===== src/rtl/control_sequencer.sv =====
// Moore control sequencer for a multi-cycle RISC datapath.
// Fetches, decodes IR[31:27] in T3 and drives datapath strobes.
module control_sequencer (
  input  logic        clock,
  input  logic        clear,
  input  logic [31:0] IR,
  input  logic        con_ff,
  output logic        PCout,
  output logic        IncPC,
  output logic        PCin,
  output logic        MARin,
  output logic        MDRin,
  output logic        MDRout,
  output logic        IRin,
  output logic        read,
  output logic        write,
  output logic        RAMenable,
  output logic        Yin,
  output logic        ZLOin,
  output logic        ZLOout,
  output logic        Cout,
  output logic        Gra,
  output logic        Grb,
  output logic        Grc,
  output logic        Rin,
  output logic        Rout,
  output logic        BAout,
  output logic        R15in,
  output logic        conin,
  output logic [4:0]  aluControl,
  output logic        run
);

  typedef enum logic [3:0] {
    S_RESET,
    S_T0,
    S_T1,
    S_T2,
    S_T3,
    S_T4,
    S_T5,
    S_T6,
    S_T7,
    S_HALT
  } state_t;

  state_t r_state;
  state_t w_next;

  logic [4:0] w_op;
  logic       w_ld;
  logic       w_ldi;
  logic       w_st;
  logic       w_alur;
  logic       w_alui;
  logic       w_br;
  logic       w_jr;
  logic       w_jal;
  logic       w_halt;
  logic       w_nop;
  logic       w_mem;

  assign w_op   = IR[31:27];
  assign w_ld   = (w_op == 5'b00000);
  assign w_ldi  = (w_op == 5'b00001);
  assign w_st   = (w_op == 5'b00010);
  assign w_alur = (w_op >= 5'b00011) && (w_op <= 5'b01011);
  assign w_alui = (w_op >= 5'b01100) && (w_op <= 5'b01110);
  assign w_br   = (w_op == 5'b10011);
  assign w_jr   = (w_op == 5'b10100);
  assign w_jal  = (w_op == 5'b10101);
  assign w_halt = (w_op == 5'b11011);
  // Unassigned opcodes fall into the nop class.
  assign w_nop  = !(w_ld | w_ldi | w_st | w_alur | w_alui |
                    w_br | w_jr | w_jal | w_halt);
  assign w_mem  = w_ld | w_ldi | w_st;

  always_ff @(posedge clock) begin
    if (!clear) r_state <= S_RESET;
    else        r_state <= w_next;
  end

  always_comb begin
    w_next = S_T0;
    case (r_state)
      S_RESET: w_next = S_T0;
      S_T0:    w_next = S_T1;
      S_T1:    w_next = S_T2;
      S_T2:    w_next = S_T3;
      S_T3: begin
        unique case (1'b1)
          w_halt:      w_next = S_HALT;
          w_jr, w_nop: w_next = S_T0;
          default:     w_next = S_T4;
        endcase
      end
      S_T4: begin
        unique case (1'b1)
          w_jal, w_jr, w_nop, w_halt: w_next = S_T0;
          default:                    w_next = S_T5;
        endcase
      end
      S_T5: begin
        unique case (1'b1)
          w_ld, w_st, w_br: w_next = S_T6;
          default:          w_next = S_T0;
        endcase
      end
      S_T6: begin
        unique case (1'b1)
          w_ld, w_st: w_next = S_T7;
          default:    w_next = S_T0;
        endcase
      end
      S_T7:    w_next = S_T0;
      S_HALT:  w_next = S_HALT;
      default: w_next = S_RESET;
    endcase
  end

  always_comb begin
    PCout      = 1'b0;
    IncPC      = 1'b0;
    PCin       = 1'b0;
    MARin      = 1'b0;
    MDRin      = 1'b0;
    MDRout     = 1'b0;
    IRin       = 1'b0;
    read       = 1'b0;
    write      = 1'b0;
    RAMenable  = 1'b0;
    Yin        = 1'b0;
    ZLOin      = 1'b0;
    ZLOout     = 1'b0;
    Cout       = 1'b0;
    Gra        = 1'b0;
    Grb        = 1'b0;
    Grc        = 1'b0;
    Rin        = 1'b0;
    Rout       = 1'b0;
    BAout      = 1'b0;
    R15in      = 1'b0;
    conin      = 1'b0;
    aluControl = 5'b00000;
    run        = 1'b1;
    case (r_state)
      S_T0: begin
        PCout = 1'b1;
        MARin = 1'b1;
        IncPC = 1'b1;
      end
      S_T1: begin
        read      = 1'b1;
        RAMenable = 1'b1;
        MDRin     = 1'b1;
      end
      S_T2: begin
        MDRout = 1'b1;
        IRin   = 1'b1;
      end
      S_T3: begin
        unique case (1'b1)
          w_alur, w_alui: begin
            Grb  = 1'b1;
            Rout = 1'b1;
            Yin  = 1'b1;
          end
          w_mem: begin
            Grb   = 1'b1;
            Rout  = 1'b1;
            BAout = 1'b1;
            Yin   = 1'b1;
          end
          w_br: begin
            Gra   = 1'b1;
            Rout  = 1'b1;
            conin = 1'b1;
          end
          w_jr: begin
            Gra  = 1'b1;
            Rout = 1'b1;
            PCin = 1'b1;
          end
          w_jal: begin
            R15in = 1'b1;
            PCout = 1'b1;
          end
          default: ;
        endcase
      end
      S_T4: begin
        unique case (1'b1)
          w_alur: begin
            Grc        = 1'b1;
            Rout       = 1'b1;
            ZLOin      = 1'b1;
            aluControl = w_op;
          end
          w_alui: begin
            Cout       = 1'b1;
            ZLOin      = 1'b1;
            aluControl = w_op;
          end
          w_mem: begin
            Cout       = 1'b1;
            ZLOin      = 1'b1;
            aluControl = 5'b00011;
          end
          w_br: begin
            PCout = 1'b1;
            Yin   = 1'b1;
          end
          w_jal: begin
            Gra  = 1'b1;
            Rout = 1'b1;
            PCin = 1'b1;
          end
          default: ;
        endcase
      end
      S_T5: begin
        unique case (1'b1)
          w_alur, w_alui, w_ldi: begin
            ZLOout = 1'b1;
            Gra    = 1'b1;
            Rin    = 1'b1;
          end
          w_ld, w_st: begin
            ZLOout = 1'b1;
            MARin  = 1'b1;
          end
          w_br: begin
            Cout       = 1'b1;
            ZLOin      = 1'b1;
            aluControl = 5'b00011;
          end
          default: ;
        endcase
      end
      S_T6: begin
        unique case (1'b1)
          w_ld: begin
            read      = 1'b1;
            RAMenable = 1'b1;
            MDRin     = 1'b1;
          end
          w_st: begin
            Gra   = 1'b1;
            Rout  = 1'b1;
            MDRin = 1'b1;
          end
          w_br: begin
            // Taken branch only; con_ff is sampled nowhere else.
            ZLOout = con_ff;
            PCin   = con_ff;
          end
          default: ;
        endcase
      end
      S_T7: begin
        unique case (1'b1)
          w_ld: begin
            MDRout = 1'b1;
            Gra    = 1'b1;
            Rin    = 1'b1;
          end
          w_st: begin
            write     = 1'b1;
            RAMenable = 1'b1;
          end
          default: ;
        endcase
      end
      S_HALT: run = 1'b0;
      default: ;
    endcase
  end

endmodule


===== config.mk =====
export PLATFORM = sky130hd
export DESIGN_NAME = control_sequencer
export DESIGN_NICKNAME = d
export VERILOG_FILES = /design/src/rtl/control_sequencer.sv
export SDC_FILE = /design/constraint.sdc
export NUM_CORES = 1
export LEC_CHECK = 0
export CELL_PAD_IN_SITES_DETAIL_PLACEMENT = 0
export CELL_PAD_IN_SITES_GLOBAL_PLACEMENT = 1
export CORE_MARGIN = 10
export CORE_UTILIZATION = 43
export CTS_BUF_LIST = sky130_fd_sc_hd__clkbuf_8
export DETAILED_ROUTE_END_ITERATION = 6
export DONT_BUFFER_PORTS = 1
export PLACE_DENSITY_LB_ADDON = 0.1
export SYNTH_ARGS = -nofsm -noshare
export SYNTH_HDL_FRONTEND = slang
export SYNTH_SLANG_ARGS = --single-unit

===== constraint.sdc =====
create_clock -name clock -period 2.9 [get_ports clock]
set_clock_uncertainty 0.2 [all_clocks]
set_input_delay 0.145 -clock clock [delete_from_list [all_inputs] [get_ports clock]]
set_output_delay 0.145 -clock clock [all_outputs]
set_load 0.02 [all_outputs]

* Word level (Yosys, flattened, before mapping) *
Index checks and enable logic that the tools add are counted.
W data, S select, Z words.

word-level totals
  bits in registers = 4
  input bits = 35
  output and inout bits = 28

cells by class
  order comparisons = 4
  equal/unequal tests = 15
  mux-type cells = 47
  bitwise logic cells = 8
  reduce and logical (&&, ||, !) cells = 18

operators with widths
  cell                  number
  $pmux W4 S9           1
  $mux W1               25
  $eq A5 B5 Y1 const B  4
  $pmux W5 S2           2
  $pmux W1 S2           9
  $eq A4 B3 Y1 const B  4
  $reduce_or A2 Y1      7
  $pmux W1 S3           4
  $le A5 B4 Y1 const B  2
  $reduce_or A5 Y1      2
  $reduce_or A3 Y1      3
  $eq A4 B2 Y1 const B  2
  $eq A4 B4 Y1 const B  2
  $or A1 B1 Y1          8
  $pmux W4 S2           1
  $mux W3               2
  $eq A5 B1 Y1 const B  1
  $eq A5 B2 Y1 const B  1
  $ge A5 B2 Y1 const B  1
  $ge A5 B4 Y1 const B  1
  $logic_not A5 Y1      1
  $pmux W1 S5           1
  $eq A4 B1 Y1 const B  1
  $logic_not A4 Y1      1
  other kinds (5)       6

* Depth between registers and ports, before layout *
Gate-level depths: netlist of run 1.

  depth in word-level cells = 13
  mapped depth = 6
  gate-level depth less buffers = 4

* Least setup slack after synthesis of run 1 *
No wires, ideal clock.

  kind = register -> output
  start = register r_state[0]
  end = output PCout
  arrival = 1.740 ns
  setup slack = 0.815 ns
  cell stages (with the launch flop) = 5
  buffers on the path = 1
  cell sequence = dfxtp_1 -> clkbuf_1 -> inv_1 -> nor4_1 -> or3b_2

on the way
  word-level cells in the longest chain between the ends = 2

RTL lines
  what                                          line  source
  start, declared                               47    state_t r_state;
  start signal, assigned                        80    else r_state <= w_next;
  $eq A4 B3 Y1 or $eq A4 B1 Y1 (tied branches)  146   case (r_state)
  $pmux W1 S3 *                                 146
  end, declared                                 8     output logic PCout,

Every way passes the cells marked *; elsewhere a longest branch is shown, timed or not.

* Final worst setup path of run 1 *
  start = register r_state[2]
  end = output Rout

on the way
  word-level cells in the longest chain between the ends = 2

RTL lines
  what           line  source
  $eq A4 B3 Y1   146
  $pmux W1 S3 *  146
  end, declared  26    output logic Rout,

Marks and branches as above.

==> flow_metrics.env, run 1 <==
export IMPL_grt_usage_pct=12.4
export IMPL_clock_fmax_mhz=403
export IMPL_path_class="flop to output port"
export IMPL_p_leak_nw=0.348
export IMPL_final_util_pct=50.5
export IMPL_fin_crit_sh_pct=85.6
export IMPL_rsz0062_at_grt="no"
export IMPL_relSlewSlack_pct=51.4
export IMPL_detail_route_vias_per_cell=6.24
export IMPL_synth_most_common_cell="nor2_1"
export IMPL_htree_num_levels=1
export IMPL_power_w=0.000258
export IMPL_ys_seq_elements=4
export IMPL_avgSynthCellArea_um2=5.89
export IMPL_fin_hold_ws_ns=0.0424
export IMPL_min_from="IR[28]"
export IMPL_crit_slowest_cell="dfxtp_1"
export IMPL_postSynth_asyncResetShare_pct=0
export IMPL_hold_viol=0
export IMPL_hpwl_mm=1.98
export IMPL_largest_reg_flops=4
export IMPL_power_frac_seq_pct=26.4
export IMPL_ys_seq_area_share_pct=10.1
export IMPL_place_congestion=0.779
export IMPL_drive_above_1_share_pct=12.0
export IMPL_worst_slew_pin_slew_ns=0.723
export IMPL_io_buffers=0
export IMPL_rows=15
export IMPL_synthDistinctLibCells=42
export IMPL_startpoint_type="flop"
export IMPL_vdd_drop_max_uv=262
export IMPL_initialDrtViolationCount=44
export IMPL_area_delta_synth_final_pct=10.7
export IMPL_critPathTopFamily="simple AND/OR/NAND/NOR gates"
export IMPL_largest_register="r_state"
export IMPL_cp_arrival_ns=2.14
export IMPL_synth_top_area_share_pct=10.1
export IMPL_gr_total_overflow=0
export IMPL_finalNetCount=170
export IMPL_ys_warn_count=0
export IMPL_p_per_area_nw_per_um2=293
export IMPL_reg2reg_from="r_state[2]"
export IMPL_ctsRootBufferMaster="clkbuf_8"
export IMPL_p_comb_share_pct=30.7
export IMPL_fillCellCount=205
export IMPL_clkTransAtPathRegs_ns=0.03
export IMPL_p_int_w=0.000175
export IMPL_antenna_found_initial=0
export IMPL_endpoint_kind="output port"
export IMPL_grt_max_degree=20
export IMPL_hp_class="primary input to flop"
export IMPL_cts_tree="built"
export IMPL_core_region_area_um2=1750
export IMPL_r2r_cells=4
export IMPL_syn_inst=135
export IMPL_grt_pass1_wl_mm=4.35
export IMPL_min_delay_worst_endpoint="r_state[2]"
export IMPL_first_global_vias=862
export IMPL_antenna_left=0
export IMPL_synth_top_area_cell="dfxtp_1"
export IMPL_crit_chain="nand2b_1, nor3_1, a21boi_0, o311ai_1, buf_4"
export IMPL_crit_buf_inv=1
export IMPL_drt_wl_total_mm=2.58
export IMPL_synthTopCellsByArea="dfxtp_1 (10%), nor2_1 (9.0%), nand2_1 (8.5%)"
export IMPL_dieArea_um2=3970
export IMPL_p_sw_share_pct=32.1
export IMPL_placed_cell_area_um2=830
export IMPL_syn_nets=170
export IMPL_multi_input_area_um2=639
export IMPL_clkLatencyLatePin_ns=0.21
export IMPL_pin_count=63
export IMPL_synth_edf_count=0
export IMPL_drc_errors=0
export IMPL_power_switching_w=0.0000829
export IMPL_seq_area_um2=80.1
export IMPL_setup_violations_final=0
export IMPL_start_util_pct=45.6
export IMPL_period_needed_ns=2.48
export IMPL_cts_buffers=3
export IMPL_status="complete, no violations"
export IMPL_maxSlewViolCount=0
export IMPL_drt_first_pass_iters=5
export IMPL_required_ns=2.56
export IMPL_synth_commonest_cells="nor2_1 (19), nand2_1 (18), clkbuf_1 (10)"
export IMPL_die_h_um=63.0
export IMPL_tns_ns=0
export IMPL_cts_sinks=4
export IMPL_rr_endpoint="r_state[1]"
export IMPL_reg_top3="r_state: 4 flops"
export IMPL_antenna_cells=0
export IMPL_fin_area_um2=881
export IMPL_cts_resized=0
export IMPL_rrSetupSlack_ns=1.00
export IMPL_cts_setup_buffers=0
export IMPL_syn_area_um2=796
export IMPL_min_path_cells=3
export IMPL_worstPathMaxFanout=15
export IMPL_dieWidth_um=63.0
export IMPL_via_count=986
export IMPL_maxCapViolCount=0
export IMPL_ys_flop_type="dfxtp_1"
export IMPL_avgRoutedWirePerCell_um=16.3
export IMPL_cts_path_max_buffers=2
export IMPL_slowest_delay_ns=0.59
export IMPL_clock_power_share_pct=42.9
==> layout make-up <==
type / instances / share of cell area, %
tap: 25 / 3.55
multi-input combinational: 113 / 72.6
timing repair buffer: 10 / 8.81
inverter: 3 / 1.28
sequential: 4 / 9.09
clock buffer: 3 / 4.69
==> metrics by stage <==
| stage | std cells | worst slack, ns |
|---|---|---|
| after floorplan | 135 | 0.815 |
| after global placement | 154 | 0.663 |
| after detailed placement | 154 | 0.680 |
| after CTS | 158 | 0.424 |
| after global routing | 158 | 0.236 |
| final | 158 | 0.419 |
==> power groups by stage <==
stage,combinational (W),clock (W),sequential [W]
2_1_floorplan,0.0000785,0,0.0000600
3_3_place_gp,0.0000769,0,0.0000684
3_5_place_dp,0.0000773,0,0.0000687
4_1_cts,0.0000789,0.000113,0.0000680
5_1_grt,0.0000877,0.000119,0.0000693
6_report,0.0000791,0.000111,0.0000682
==> logic make-up (layout without fill, tap and decap cells) <==
group,after synthesis,count (layout),synth area share (%)
other cells,1,1,0.471
buf+inv,18,16,9.59
simple gates,75,75,47.0
flops,4,4,10.1
compound gates,37,37,32.9
==> cell usage in the layout (no fill, tap or decap), types with 2 or more instances in the layout <==
master      n
nand2b_1    3
nor2b_1     4
nor2_1     19
nor3_1      9
dfxtp_1     4
inv_1       3
buf_4       9
o21ai_0     9
clkbuf_8    3
o21a_1      2
and3_1      5
o2bb2ai_1   2
nand2_1    18
a32oi_1     2
o31ai_1     3
a31oi_1     3
nand3_1     7
a21oi_1     4
==> layer usage <==
| metal | part of all wire (%) | wire (um) | up-vias | track usage [%] |
|---|---|---|---|---|
| li1 | - | - | 485 | - |
| met1 | 47 | 1200 | 466 | 17.3 |
| met5 | 0 | 0 | - | 0 |
| met4 | 0 | 0 | 0 | 1.96 |
| met3 | 7.0 | 180 | 0 | 3.41 |
| met2 | 46 | 1190 | 35 | 18.4 |
==> tightest hold or removal path, delay by kind of cell <==
kind               cells  cell delay, ns
AOI/OAI and AO/OA      2            0.22
and+or+nand+nor        1            0.05
==> worst max path at each step <==
| stage | cells past startpoint | startpoint | endpoint | slack [ns] |
|---|---|---|---|---|
| after floorplan | 4 | r_state[0] | PCout | 0.81 |
| after global placement | 5 | r_state[2] | Rout | 0.66 |
| after detailed placement | 5 | r_state[2] | Rout | 0.68 |
| after CTS | 5 | r_state[2] | Rout | 0.42 |
| after global routing | 5 | r_state[2] | Rout | 0.24 |
| final | 5 | r_state[2] | Rout | 0.42 |
==> what timing repair did <==
item,in CTS,in global routing
hold buffers,1,0
setup endpoints to repair,0,0
hold endpoints to repair,4,0
Note: power is estimated with default switching activity, not from simulation.
==> run 2, diff against run 1 <==
Settings changed: CORE_UTILIZATION 43 to 40.
Clock period 2.9 ns to 2.81 ns, I/O delays scaled along.
==> run 2 against run 1 <==
Compared with the run above: design area up 1.1%; clock-buffer cell count unchanged; die area up 5.1%; core utilization down 4.1 points; worst setup slack worse by 0.11 ns; register-to-register slack worse by 0.06 ns; non-clock buffer count up 1; worst hold slack worse by 0.014 ns; sequential share of layout area down 0.10 points; sequential power up 3.1%; critical path type unchanged; largest power group unchanged.
==> flow_metrics.env, run 2 (synthesis results as in run 1) <==
export IMPL_crit_buf_inv=1
export IMPL_p_leak_nw=0.353
export IMPL_rows=16
export IMPL_min_from="IR[28]"
export IMPL_mostFrequentLayoutCells="nor2_1 (19), nand2_1 (18), buf_4 (10)"
export IMPL_worstPathMaxFanout=15
export IMPL_grt_use_met1_pct=16.5
export IMPL_antenna_left=0
export IMPL_finalNetCount=171
export IMPL_place_congestion=0.815
export IMPL_hold_viol=0
export IMPL_htree_num_levels=1
export IMPL_hpwl_mm=2.07
export IMPL_gr_usage_met3_pct=4.12
export IMPL_gr_total_overflow=0
export IMPL_path_class="flop to output port"
export IMPL_via_count=978
export IMPL_startpoint="r_state[2]"
export IMPL_largest_register="r_state"
export IMPL_worst_slew_pin_slew_ns=0.718
export IMPL_slowest_delay_ns=0.59
export IMPL_antenna_found_initial=0
export IMPL_clkLatencyLatePin_ns=0.22
export IMPL_fin_crit_sh_pct=89.2
export IMPL_drive_above_1_share_pct=12.7
export IMPL_startpoint_type="flop"
export IMPL_drc_errors=0
export IMPL_relSlewSlack_pct=51.7
export IMPL_grt_pass1_wl_mm=4.23
export IMPL_status="complete, no violations"
export IMPL_vdd_drop_max_uv=355
export IMPL_grt_busiest_layer="met2"
export IMPL_io_buffers=0
export IMPL_rsz0062_at_grt="no"
export IMPL_die_h_um=64.6
export IMPL_antenna_cells=0
export IMPL_cp_arrival_ns=2.17
export IMPL_tns_ns=0
export IMPL_dieWidth_um=64.6
export IMPL_grt_usage_pct=12.1
export IMPL_cts_tree="built"
export IMPL_setup_violations_final=0
export IMPL_crit_slowest_cell="dfxtp_1"
export IMPL_avgRoutedWirePerCell_um=16.5
export IMPL_cts_buffers=3
export IMPL_fillCellCount=236
export IMPL_area_delta_synth_final_pct=11.9
export IMPL_grt_max_degree=20
export IMPL_required_ns=2.47
export IMPL_pin_count=63
export IMPL_drt_wl_total_mm=2.66
export IMPL_core_region_area_um2=1920
export IMPL_maxCapViolCount=0
export IMPL_maxSlewViolCount=0
export IMPL_reg2reg_from="r_state[2]"
export IMPL_drt_first_pass_iters=5
export IMPL_clkTransAtPathRegs_ns=0.03
export IMPL_fin_cells=161
export IMPL_largest_reg_flops=4
export IMPL_start_util_pct=41.4
export IMPL_grt_use_met2_pct=17.5
export IMPL_dieArea_um2=4170
export IMPL_final_common_cell="nor2_1"
export IMPL_endpoint_kind="output port"
export IMPL_dpl_cell_count=157
export IMPL_ctsRootBufferMaster="clkbuf_8"
export IMPL_final_util_pct=46.4
export IMPL_cts_sinks=4
export IMPL_power_w=0.000274
export IMPL_critPathTopFamily="simple AND/OR/NAND/NOR gates"
export IMPL_crit_chain="nand2b_1, nor3_1, a21boi_0, o311ai_1, buf_4"
export IMPL_cts_setup_buffers=0
export IMPL_initialDrtViolationCount=44
export IMPL_detail_route_vias_per_cell=6.07
export IMPL_hp_class="primary input to flop"
export IMPL_first_global_vias=850
export IMPL_cts_path_max_buffers=2
export IMPL_period_needed_ns=2.51
export IMPL_p_per_area_nw_per_um2=307
export IMPL_clock_fmax_mhz=399
export IMPL_reg_top3="r_state: 4 flops"
-- run 2: area by class of cell --
type / instances / area [um^2] / share of cell area, %
clock buffers: 3 / 41.3 / 4.63
inverters: 3 / 11.3 / 1.26
multi-input cells: 113 / 639 / 71.8
flip-flops and latches: 4 / 80.1 / 8.99
well taps: 27 / 33.8 / 3.79
repair buffers: 11 / 85.1 / 9.55
-- run 2: routing by layer --
metal,wire length (um),vias up
li1,-,483
met1,1210,456
met2,1170,37
met3,255,2
met4,27,0
met5,0,-
-- run 2: final timing paths --
kind / slack, ns / to / cells after the start
setup reg to reg: 0.94 / r_state[2] / 4
hold / removal: 0.03 / r_state[2] / 3
setup / recovery: 0.30 / Rout / 5
hold reg to reg: 0.45 / r_state[3] / 2
-- run 2: what timing repair did --
action | 4_1_cts | 5_1_grt
endpoints found under the hold margin | 4 | 0
gates resized for setup | 0 | 0
setup endpoints to repair | 0 | 0
hold buffers | 1 | 0
-- run 2: report_power, final --
group	internal (W)	total (W)	switching, W
Combinational	0.0000296	0.0000812	0.0000516
Clock	0.0000914	0.000122	0.0000307
Sequential	0.0000603	0.0000703	0.00000995
-- run 2: tightest hold or removal path, stage by stage --
cell and delay [ns]:
nand3_1 0.04, a31oi_1 0.08, a21oi_1 0.14
-- run 2: metrics by stage --
stage                     hold WS, ns  worst slack, ns  area [um^2]
after detailed placement       0.0639            0.590          840
after floorplan                0.0580            0.729          796
after CTS                      0.0337            0.364          891
final                          0.0289            0.304          891
after global routing           0.0916            0.155          891
after global placement         0.0630            0.568          840
==> run 3, diff against run 2 <==
Settings changed: CORE_MARGIN 10 to 2.
==> run 3 against run 2 <==
Compared with the run above: core utilization down 0.39 points; global-route usage up 8.7 points; non-clock buffer count down 1; via count down 1.2%; critical endpoint unchanged; largest cell class unchanged.
==> flow_metrics.env, run 3 (synthesis results as in run 1) <==
export IMPL_avgRoutedWirePerCell_um=15.0
export IMPL_placed_cell_area_um2=832
export IMPL_dieWidth_um=48.6
export IMPL_antenna_cells=0
export IMPL_rsz0062_at_grt="no"
export IMPL_tns_ns=0
export IMPL_first_global_vias=873
export IMPL_largest_register="r_state"
export IMPL_startpoint_type="flop"
export IMPL_fillCellCount=242
export IMPL_status="complete, no violations"
export IMPL_crit_chain="nand2b_1, nor3_1, a21boi_0, o311ai_1, buf_4"
export IMPL_core_region_area_um2=1920
export IMPL_gr_total_overflow=0
export IMPL_mostFrequentLayoutCells="nor2_1 (19), nand2_1 (18), nor3_1 (9), o21ai_0 (9), buf_4 (9)"
export IMPL_period_needed_ns=2.48
export IMPL_largest_reg_flops=4
export IMPL_area_delta_synth_final_pct=11.0
export IMPL_antenna_left=0
export IMPL_crit_slowest_cell="dfxtp_1"
export IMPL_clock_fmax_mhz=403
export IMPL_drt_first_pass_iters=6
export IMPL_start_util_pct=41.4
export IMPL_pin_count=63
export IMPL_fin_hold_ws_ns=0.0345
export IMPL_ctsRootBufferMaster="clkbuf_8"
export IMPL_hp_class="primary input to flop"
export IMPL_maxSlewViolCount=0
export IMPL_relSlewSlack_pct=53.6
export IMPL_worstPathMaxFanout=15
export IMPL_reg_top3="r_state: 4 flops"
export IMPL_antenna_found_initial=0
export IMPL_cts_tree="built"
export IMPL_hpwl_mm=1.78
export IMPL_drc_errors=0
export IMPL_vdd_drop_max_uv=308
export IMPL_rows=16
export IMPL_grt_max_degree=20
export IMPL_multi_input_area_um2=639
export IMPL_seq_area_um2=80.1
export IMPL_fin_cells=160
export IMPL_required_ns=2.47
export IMPL_hold_viol=0
export IMPL_maxCapViolCount=0
export IMPL_fin_area_um2=883
export IMPL_cts_resized=0
export IMPL_io_buffers=0
export IMPL_clkLatencyLatePin_ns=0.21
export IMPL_fin_crit_sh_pct=88.4
export IMPL_setup_violations_final=0
export IMPL_cts_path_max_buffers=2
export IMPL_die_h_um=48.6
export IMPL_p_per_area_nw_per_um2=304
export IMPL_cts_sinks=4
export IMPL_final_common_cell="nor2_1"
export IMPL_drt_wl_total_mm=2.39
export IMPL_power_w=0.000269
export IMPL_initialDrtViolationCount=35
export IMPL_grt_usage_pct=20.8
export IMPL_slowest_delay_ns=0.59
export IMPL_endpoint_kind="output port"
export IMPL_p_leak_nw=0.348
export IMPL_grt_pass1_wl_mm=4.02
export IMPL_drive_above_1_share_pct=12.0
export IMPL_dieArea_um2=2360
export IMPL_cts_buffers=3
export IMPL_finalNetCount=170
export IMPL_path_class="flop to output port"
export IMPL_cp_arrival_ns=2.14
export IMPL_clkTransAtPathRegs_ns=0.03
export IMPL_worst_slew_pin_slew_ns=0.690
export IMPL_place_congestion=0.811
export IMPL_dpl_cell_count=156
export IMPL_htree_num_levels=1
export IMPL_via_count=966
export IMPL_detail_route_vias_per_cell=6.04
==> run 3: path summary, 6_finish.rpt <==
path	startpoint	end	slack, ns	depth (start not counted)
max reg2reg	r_state[2]	r_state[1]	0.92	4
min reg2reg	r_state[1]	r_state[3]	0.46	2
min	IR[28]	r_state[2]	0.03	3
max	r_state[2]	Rout	0.33	5
==> run 3: stage by stage <==
stage / util (%) / setup slack (ns)
after global routing: 46.0 / 0.184
after floorplan: - / 0.729
after global placement: 43.3 / 0.575
after CTS: 46.0 / 0.351
after detailed placement: 43.3 / 0.578
final: 46.0 / 0.326
==> run 3: layout make-up <==
class	count	area share, %
sequential	4	9.07
inverter	3	1.27
timing repair buffer	10	8.78
multi-input combinational	113	72.4
tap	27	3.82
clock buffer	3	4.67
==> run 3: worst max-delay path: cells and delay by family (launching register included) <==
family                 cells  cell delay (ns)
AOI/OAI and AO/OA          2             0.49
buffers and inverters      1             0.19
DFF                        1             0.59
and+or+nand+nor            2             0.66
==> run 3: repair_timing <==
action                                  CTS  global route
hold buffers                              1             0
setup buffers                             0             0
hold endpoints to repair                  4             0
endpoints found under the setup margin    0             0
==> run 3: routing by layer <==
layer	GRT usage, %	routed length [um]
met1	30.1	1170
met2	32.0	1070
met3	2.16	138
met4	7.14	14
met5	0	0
==> run 3: power breakdown <==
group	switching, W	internal, W	total (W)
logic	0.0000512	0.0000296	0.0000808
clock network	0.0000265	0.0000910	0.000117
registers	0.00000991	0.0000603	0.0000702
